===== config.mk =====
export PLATFORM = sky130hd
export DESIGN_NAME = load_store_unit
export DESIGN_NICKNAME = d
export VERILOG_FILES = /design/src/rtl/load_store_unit.sv
export SDC_FILE = /design/constraint.sdc
export NUM_CORES = 1
export LEC_CHECK = 0
export CAP_MARGIN = 20
export CORE_ASPECT_RATIO = 0.7
export CORE_MARGIN = 1.5
export CORE_UTILIZATION = 40
export DETAILED_ROUTE_END_ITERATION = 8
export PLACE_DENSITY_LB_ADDON = 0.2
export SLEW_MARGIN = 10
export SYNTH_ARGS = -nofsm -noshare
export SYNTH_HDL_FRONTEND = slang
export SYNTH_SLANG_ARGS = --single-unit

===== constraint.sdc =====
create_clock -name Clock -period 1.8 [get_ports Clock]
set_input_delay 0.27 -clock Clock [delete_from_list [all_inputs] [get_ports Clock]]
set_output_delay 0.27 -clock Clock [all_outputs]
set_load 0.01 [all_outputs]

===== src/rtl/load_store_unit.sv =====
// load_store_unit
//
// Bridges the execute stage and a byte-addressed, big-endian 16-bit data
// memory. One load or store is accepted per handshake. Word and byte accesses
// are supported; byte loads are sign- or zero-extended, and byte stores are
// done as read-modify-write of the containing word. Out-of-range addresses
// complete immediately with a fault and never touch the memory.
//
// Ports:
//   Clock, Reset              clock and synchronous active-high reset
//   ReqValid / ReqReady       request handshake (ready only in IDLE)
//   ReqWrite, ReqByte         store/load and byte/word select
//   ReqSigned                 sign-extend byte loads
//   ReqAddr, ReqWData         byte address and store data
//   RespValid                 one-cycle completion pulse
//   RespData, RespFault       load result and out-of-range flag
//   MemAddress, MemWriteData  memory address and big-endian write word
//   MemWrite, MemRead         memory strobes (never both high)
//   MemReadData               combinational memory read word

module load_store_unit #(
  parameter int MEM_BYTES = 128
) (
  input  logic        Clock,
  input  logic        Reset,
  input  logic        ReqValid,
  output logic        ReqReady,
  input  logic        ReqWrite,
  input  logic        ReqByte,
  input  logic        ReqSigned,
  input  logic [15:0] ReqAddr,
  input  logic [15:0] ReqWData,
  output logic        RespValid,
  output logic [15:0] RespData,
  output logic        RespFault,
  output logic [15:0] MemAddress,
  output logic [15:0] MemWriteData,
  output logic        MemWrite,
  output logic        MemRead,
  input  logic [15:0] MemReadData
);

  typedef enum logic [1:0] {IDLE, ACCESS, MERGE, RESP} state_t;

  localparam logic [15:0] LAST_BYTE = 16'(MEM_BYTES - 1);
  localparam logic [15:0] LAST_WORD = 16'(MEM_BYTES - 2);

  state_t      state, next_state;
  logic        is_write, is_byte, is_signed, is_fault, sel_high;
  logic [15:0] window, wdata, hold_word;

  logic        handshake;
  logic        req_fault;
  logic        req_at_top;
  logic [7:0]  sel_byte;
  logic [15:0] load_value;
  logic [15:0] merged_word;

  // Request decode. A byte access to the very last byte cannot use a word
  // window starting at its own address (that would run off the end), so the
  // window slides down by one and the wanted byte becomes the low byte.
  always_comb begin
    handshake  = ReqValid && (state == IDLE);
    req_at_top = ReqByte && (ReqAddr == LAST_BYTE);
    req_fault  = ReqByte ? (ReqAddr > LAST_BYTE) : (ReqAddr > LAST_WORD);
  end

  // Byte extraction/extension for loads and byte replacement for stores.
  always_comb begin
    sel_byte    = sel_high ? MemReadData[15:8] : MemReadData[7:0];
    load_value  = MemReadData;
    if (is_byte) begin
      load_value = {((is_signed && sel_byte[7]) ? 8'hFF : 8'h00), sel_byte};
    end
    merged_word = sel_high ? {wdata[7:0], hold_word[7:0]}
                           : {hold_word[15:8], wdata[7:0]};
  end

  // State register plus the request fields latched on the handshake and the
  // word captured during ACCESS (load result, or the old word for a merge).
  always_ff @(posedge Clock) begin
    if (Reset) begin
      state     <= IDLE;
      is_write  <= 1'b0;
      is_byte   <= 1'b0;
      is_signed <= 1'b0;
      is_fault  <= 1'b0;
      sel_high  <= 1'b0;
      window    <= 16'h0000;
      wdata     <= 16'h0000;
      hold_word <= 16'h0000;
    end else begin
      state <= next_state;
      if (handshake) begin
        is_write  <= ReqWrite;
        is_byte   <= ReqByte;
        is_signed <= ReqSigned;
        is_fault  <= req_fault;
        sel_high  <= !req_at_top;
        window    <= req_at_top ? (ReqAddr - 16'd1) : ReqAddr;
        wdata     <= ReqWData;
      end
      if (state == ACCESS) begin
        hold_word <= is_write ? MemReadData : load_value;
      end
    end
  end

  // Next-state and output decode. Everything is forced low while Reset is
  // high so that an aborted byte store cannot complete its write on the
  // same edge that resets the state.
  always_comb begin
    next_state   = state;
    ReqReady     = 1'b0;
    RespValid    = 1'b0;
    RespData     = 16'h0000;
    RespFault    = 1'b0;
    MemAddress   = 16'h0000;
    MemWriteData = 16'h0000;
    MemWrite     = 1'b0;
    MemRead      = 1'b0;
    case (state)
      IDLE: begin
        ReqReady = 1'b1;
        if (ReqValid) begin
          next_state = req_fault ? RESP : ACCESS;
        end
      end
      ACCESS: begin
        MemAddress = window;
        if (is_write && !is_byte) begin
          MemWrite     = 1'b1;
          MemWriteData = wdata;
          next_state   = RESP;
        end else begin
          MemRead    = 1'b1;
          next_state = is_write ? MERGE : RESP;
        end
      end
      MERGE: begin
        MemWrite     = 1'b1;
        MemAddress   = window;
        MemWriteData = merged_word;
        next_state   = RESP;
      end
      RESP: begin
        RespValid  = 1'b1;
        RespFault  = is_fault;
        RespData   = (is_fault || is_write) ? 16'h0000 : hold_word;
        next_state = IDLE;
      end
      default: next_state = IDLE;
    endcase
    if (Reset) begin
      ReqReady     = 1'b0;
      RespValid    = 1'b0;
      RespData     = 16'h0000;
      RespFault    = 1'b0;
      MemAddress   = 16'h0000;
      MemWriteData = 16'h0000;
      MemWrite     = 1'b0;
      MemRead      = 1'b0;
    end
  end

endmodule


# Word level (Yosys, flattened, before mapping)
# Cells that the tools add are included.
# totals
regBits	55
inputBits	54
mem_count	0
out_inout_bits	53
romBits	0
ramBits	0
word_cells	58
latch_bits	0
# classes
mul	0
bitwise	0
n_reduce_logical	9
muxes	32
addsub	1
shifts	0
n_eq_ne	5
div_mod_pow	0
magnitude_cmp	2
# op_table
cell	count
2-to-1 mux 16 bit	11
greater-than comparator 16 x 7 -> 1 bit (second input constant)	2
case mux 16 bit (2 select lines)	1
equality test 16 x 7 -> 1 bit (second input constant)	1
2-to-1 mux 8 bit	2
subtractor 16 x 1 -> 16 bit (second input constant)	1
2-to-1 mux 1 bit	14
case mux 2 bit (4 select lines)	1
equality test 2 bit (second input constant)	2
logical AND 1 bit	4
2-to-1 mux 2 bit	2
equality test 2 x 1 -> 1 bit (second input constant)	1
zero test 1 bit	2
zero test 2 bit	1
inequality test 2 bit (second input constant)	1
case mux 1 bit (2 select lines)	1
OR reduction 2 bit	1
logical OR 1 bit	1

# Longest topological paths before layout
# logic_depth
word_depth	5
ltp_mapped	8
depth_no_buf	6

# Worst setup path after synthesis
# Ideal clock, no wire load.
# synth_path
kind	reg2out
start	reg state[1]
end	out MemWriteData[0]
n_path_buf	2
slack_ps	-210
stages_incl_launch_ff	9
arrival_ps	1740
t_required_ps	1530
cell_sequence	dfxtp_1 inv_1 ha_1 clkbuf_1 and3b_1 clkbuf_1 a21o_1 a22oi_1 nor2_1
# synth_between
elab_chain_len	3
word_cells_on_any_way	4
classes_between	eq/ne (2); mux (2)
# synth_lines
element	line	rtl
start: declaration	48	state_t state, next_state;
start signal: assignment	93	state <= next_state;
equality test 2 bit or equality test 2 x 1 -> 1 bit (tied branches)	122	case (state)
case mux 16 bit (2 select lines) *	122	
2-to-1 mux 16 bit *	154	if (Reset) begin
end: declaration	37	output logic [15:0] MemWriteData,
# Every way passes the cells marked *; elsewhere a longest branch is shown, timed or not.

# Final worst setup path
# layout_path
start	reg state[1]
end	out RespData[10]
# layout_between
elab_chain_len	3
# layout_lines
element	line	rtl
equality test 2 bit	122	
2-to-1 mux 16 bit	122	
2-to-1 mux 16 bit	154	
end: declaration	34	output logic [15:0] RespData,
# Every way passes these cells.

==> impl_results.md <==
- Run status: finished, violations left
- Failing checks: negative setup slack
- Period utilization: 117%
- DRT iter0 DRCs: 156
- Clock tree root driver cell: clkbuf_8
- Number of cell instances on the worst register-to-register path: 5
- Number of H-tree levels: 2
- Required time worst endpoint: 1.53 ns
- Area growth, synth to finish: 63.1%
- Critical Path Most Common Cell: buf_6
- Achievable Freq: 475 MHz
- Post-CTS Hold Buffers: 0
- Vias/cell: 5.12
- Share of synthesized area spent on multiplexers: 7.08%
- Sort of element at the start of the critical path: flip-flop
- Reg clk slew, reported paths: 0.10 ns
- Startpoint of the tightest hold check path: ReqAddr[12]
- Syn Inst Count: 366
- Fraction of the yosys area taken by sequential cells: 38.4%
- Clock tree skew after final layout: 0.0106 ns
- Number of nets in the synthesized netlist: 428
- Post-Route WL: 9830 µm
- Post-synthesis average cell area: 7.83 µm²
- Pwr Density: 1080 nW/µm²
- Initial antenna violation count: 0
- Quantity of I/O buffers inserted on ports: 106
- Most frequent cell after synthesis: nand2_1
- Die width: 104 µm
- Antenna cell count: 0
- Core footprint: 6850 µm²
- Asr flop ratio synth: 0%
- Clock Latency Late Sink: 0.31 ns
- Cell family with the largest share of critical-path delay: simple AND/OR/NAND/NOR gates
- Total global routing track utilization: 25.0%
- Post-synth top flop: dfxtp_1
- Area post-placement: 4260 µm²
- Worst IR Drop VDD: 0.000551 V
- Crit-path max cell delay: 0.39 ns
- Final number of setup-violating endpoints: 50
- Number of storage elements in the synthesis netlist: 55
- Slew at the pin closest to its max-slew limit: 0.507 ns
- First-pass GRT wire length: 15000 µm
- Arrival time at the worst endpoint: 1.84 ns
- Count of pins on the block boundary: 107
- TritonCTS sink count: 55
- Synth unique cells: 36
- Post-layout min period: 2.11 ns
- Number of clock buffers inserted by TritonCTS: 5
- Dominant cells by area after synthesis: dfxtp_1, nand2_1, and2_1
- Largest area contributor in the netlist: dfxtp_1
- Combinational family with the most area after synthesis: simple AND/OR/NAND/NOR gates
- Synthesized-area fraction occupied by ao, oa, aoi and oai cells: 17.3%
- Endpoint of the lowest-slack register-to-register path: hold_word[4]
- Number of failing hold endpoints at the final stage: 0
- Total Die Area: 7680 µm²
- Setup slack after layout: -0.307 ns
- Worst setup path category: reg -> out
- Final weighted congestion in routability-driven placement: 0.839
- DRC violation count after routing: 0
- Nets@finish: 569
- Post-synth top area share: 38.4%
- Placement-stage worst setup slack: -0.396 ns
- Count of standard-cell rows: 25
- Buf/Inv on CP: 4
- Max-cap violation count: 0
- Hold_ws: 0.250 ns
- Share of post-route cells with drive strength above 1: 33.7%
- Min-Delay Endpoint: window[12]
- Drt pass-1 iters: 4
- Avg WL per Cell: 16.3 µm
- Height of the die: 73.8 µm
- Largest driver fanout on the critical path: 4
- Kind of end point of the critical path: output port
- Pleak: 1.95 nW
- Flop-to-flop setup slack: 0.16 ns
- Clock tree from TritonCTS: yes
- Initial cell density of the core: 41.8%
- Unrepaired setup endpoints after global routing: true
- Total via count in the routed design: 3081
- Adder-cell share of the synthesized area: 3.49%
- Final Cell Area: 4670 µm²
- Xor/xnor cell area share of the yosys netlist: 0.306%
- Top cells by count, synth: nand2_1, dfxtp_1, nor2_1
- R2R Path Start: is_write
- List of cells traversed by the critical path: ha_4 > nor2b_4 > nor3b_4 > buf_6 > buf_6 > buf_6 > and2_4 > buf_6
- Deepest clock path buffer count: 2
- Summed instance area of the synthesized netlist: 2860 µm²
- GR Overflow Total: 0
- Critical path's slowest cell: dfxtp_4
- Slew Viols, Final: 0
- Post-synth EDFFs: 0
- Worst Hold Path Cells: 3
- Vias in the first global route: 2936
- Max-slew headroom: 66.2%
- Largest net degree at the start of global routing: 28
- Total power consumption of the routed design: 5.05 mW
- Yosys warnings: 0
- Post-Synth Simple-Gate Area: 29.0%
- Sum of net half-perimeters after detailed placement: 6830 µm
- Share of the core filled with cells: 68.2%
- Worst min-delay path class: in -> reg
- Post-detailed-route count of antenna-violating nets: 0
[tightest hold or removal path, stage by stage]
cell and delay (ns):
dlymetal6s2s_1 0.13, nand2_1 0.06, a21oi_1 0.05
[cells by family after synthesis]
| family | count (synthesis) |
|---|---|
| buffers and inverters | 33 |
| and+or+nand+nor | 174 |
| AOI/OAI and AO/OA | 76 |
| adders and majority gates | 8 |
| muxes | 19 |
| xor gates and xnor gates | 1 |
| DFF | 55 |
[report_power, final]
group          total, mW  switching (mW)  internal [mW]
clock              0.758           0.407          0.351
sequential          1.82           0.276           1.55
combinational       2.47            1.26           1.21
total               5.05            1.95           3.11
[flip-flops by register name, indices dropped and copies added, names as in the netlist]
register   cells
is_signed      1
window        16
hold_word     16
is_byte        1
state          2
is_fault       1
sel_high       1
wdata         16
is_write       1
[repair_timing]
item                                    4_1_cts  5_1_grt
gates cloned                                  2        1
endpoints found under the setup margin       54       53
pin swaps                                    23        6
gates resized for setup                     252       24
setup buffers                                 9        1
[layout by cell type (no fill, tap or decap), types with 17 or more instances in the layout]
cell type and instances:
clkdlybuf4s50_1 45, nor2_1 39, buf_6 23, buf_4 41, clkdlybuf4s15_2 17, and2_1 24, dfxtp_1 53, a211oi_1 17
a21oi_1 33, buf_2 21, nand2_1 77
[per-layer routing]
layer	part of all wire, %	vias up	track usage (%)
li1	-	1517	-
met1	46	1453	36.2
met2	46	106	39.2
met3	7.3	5	3.73
met4	0.65	0	6.17
met5	0	-	0
[worst max path at each step]
stage / start / to / slack (ns) / depth (start not counted)
6_report: state[1] / RespData[10] / -0.31 / 8
5_1_grt: state[1] / RespData[10] / -0.38 / 8
4_1_cts: state[0] / RespData[5] / -0.25 / 8
3_5_place_dp: ReqAddr[12] / window[1] / -0.40 / 5
3_3_place_gp: ReqAddr[12] / window[1] / -0.36 / 5
2_1_floorplan: state[1] / MemWriteData[2] / -0.007 / 8
[layout make-up]
class,instances,area (µm²)
Inverter,6,22.5
Timing Repair Buffer,161,1470
Tap cell,94,118
Clock buffer,7,96.3
Clock inverter,1,7.51
Sequential cell,55,1110
Multi-Input combinational cell,278,1850
Fill cell,562,2180
[stage by stage]
stage	instances	setup TNS, ns
after floorplan	366	-0.0489
after global placement	581	-12.80
after detailed placement	581	-14.25
after CTS	600	-9.51
after global routing	602	-15.20
final	602	-11.85
Power figures use the tool's default switching activity.
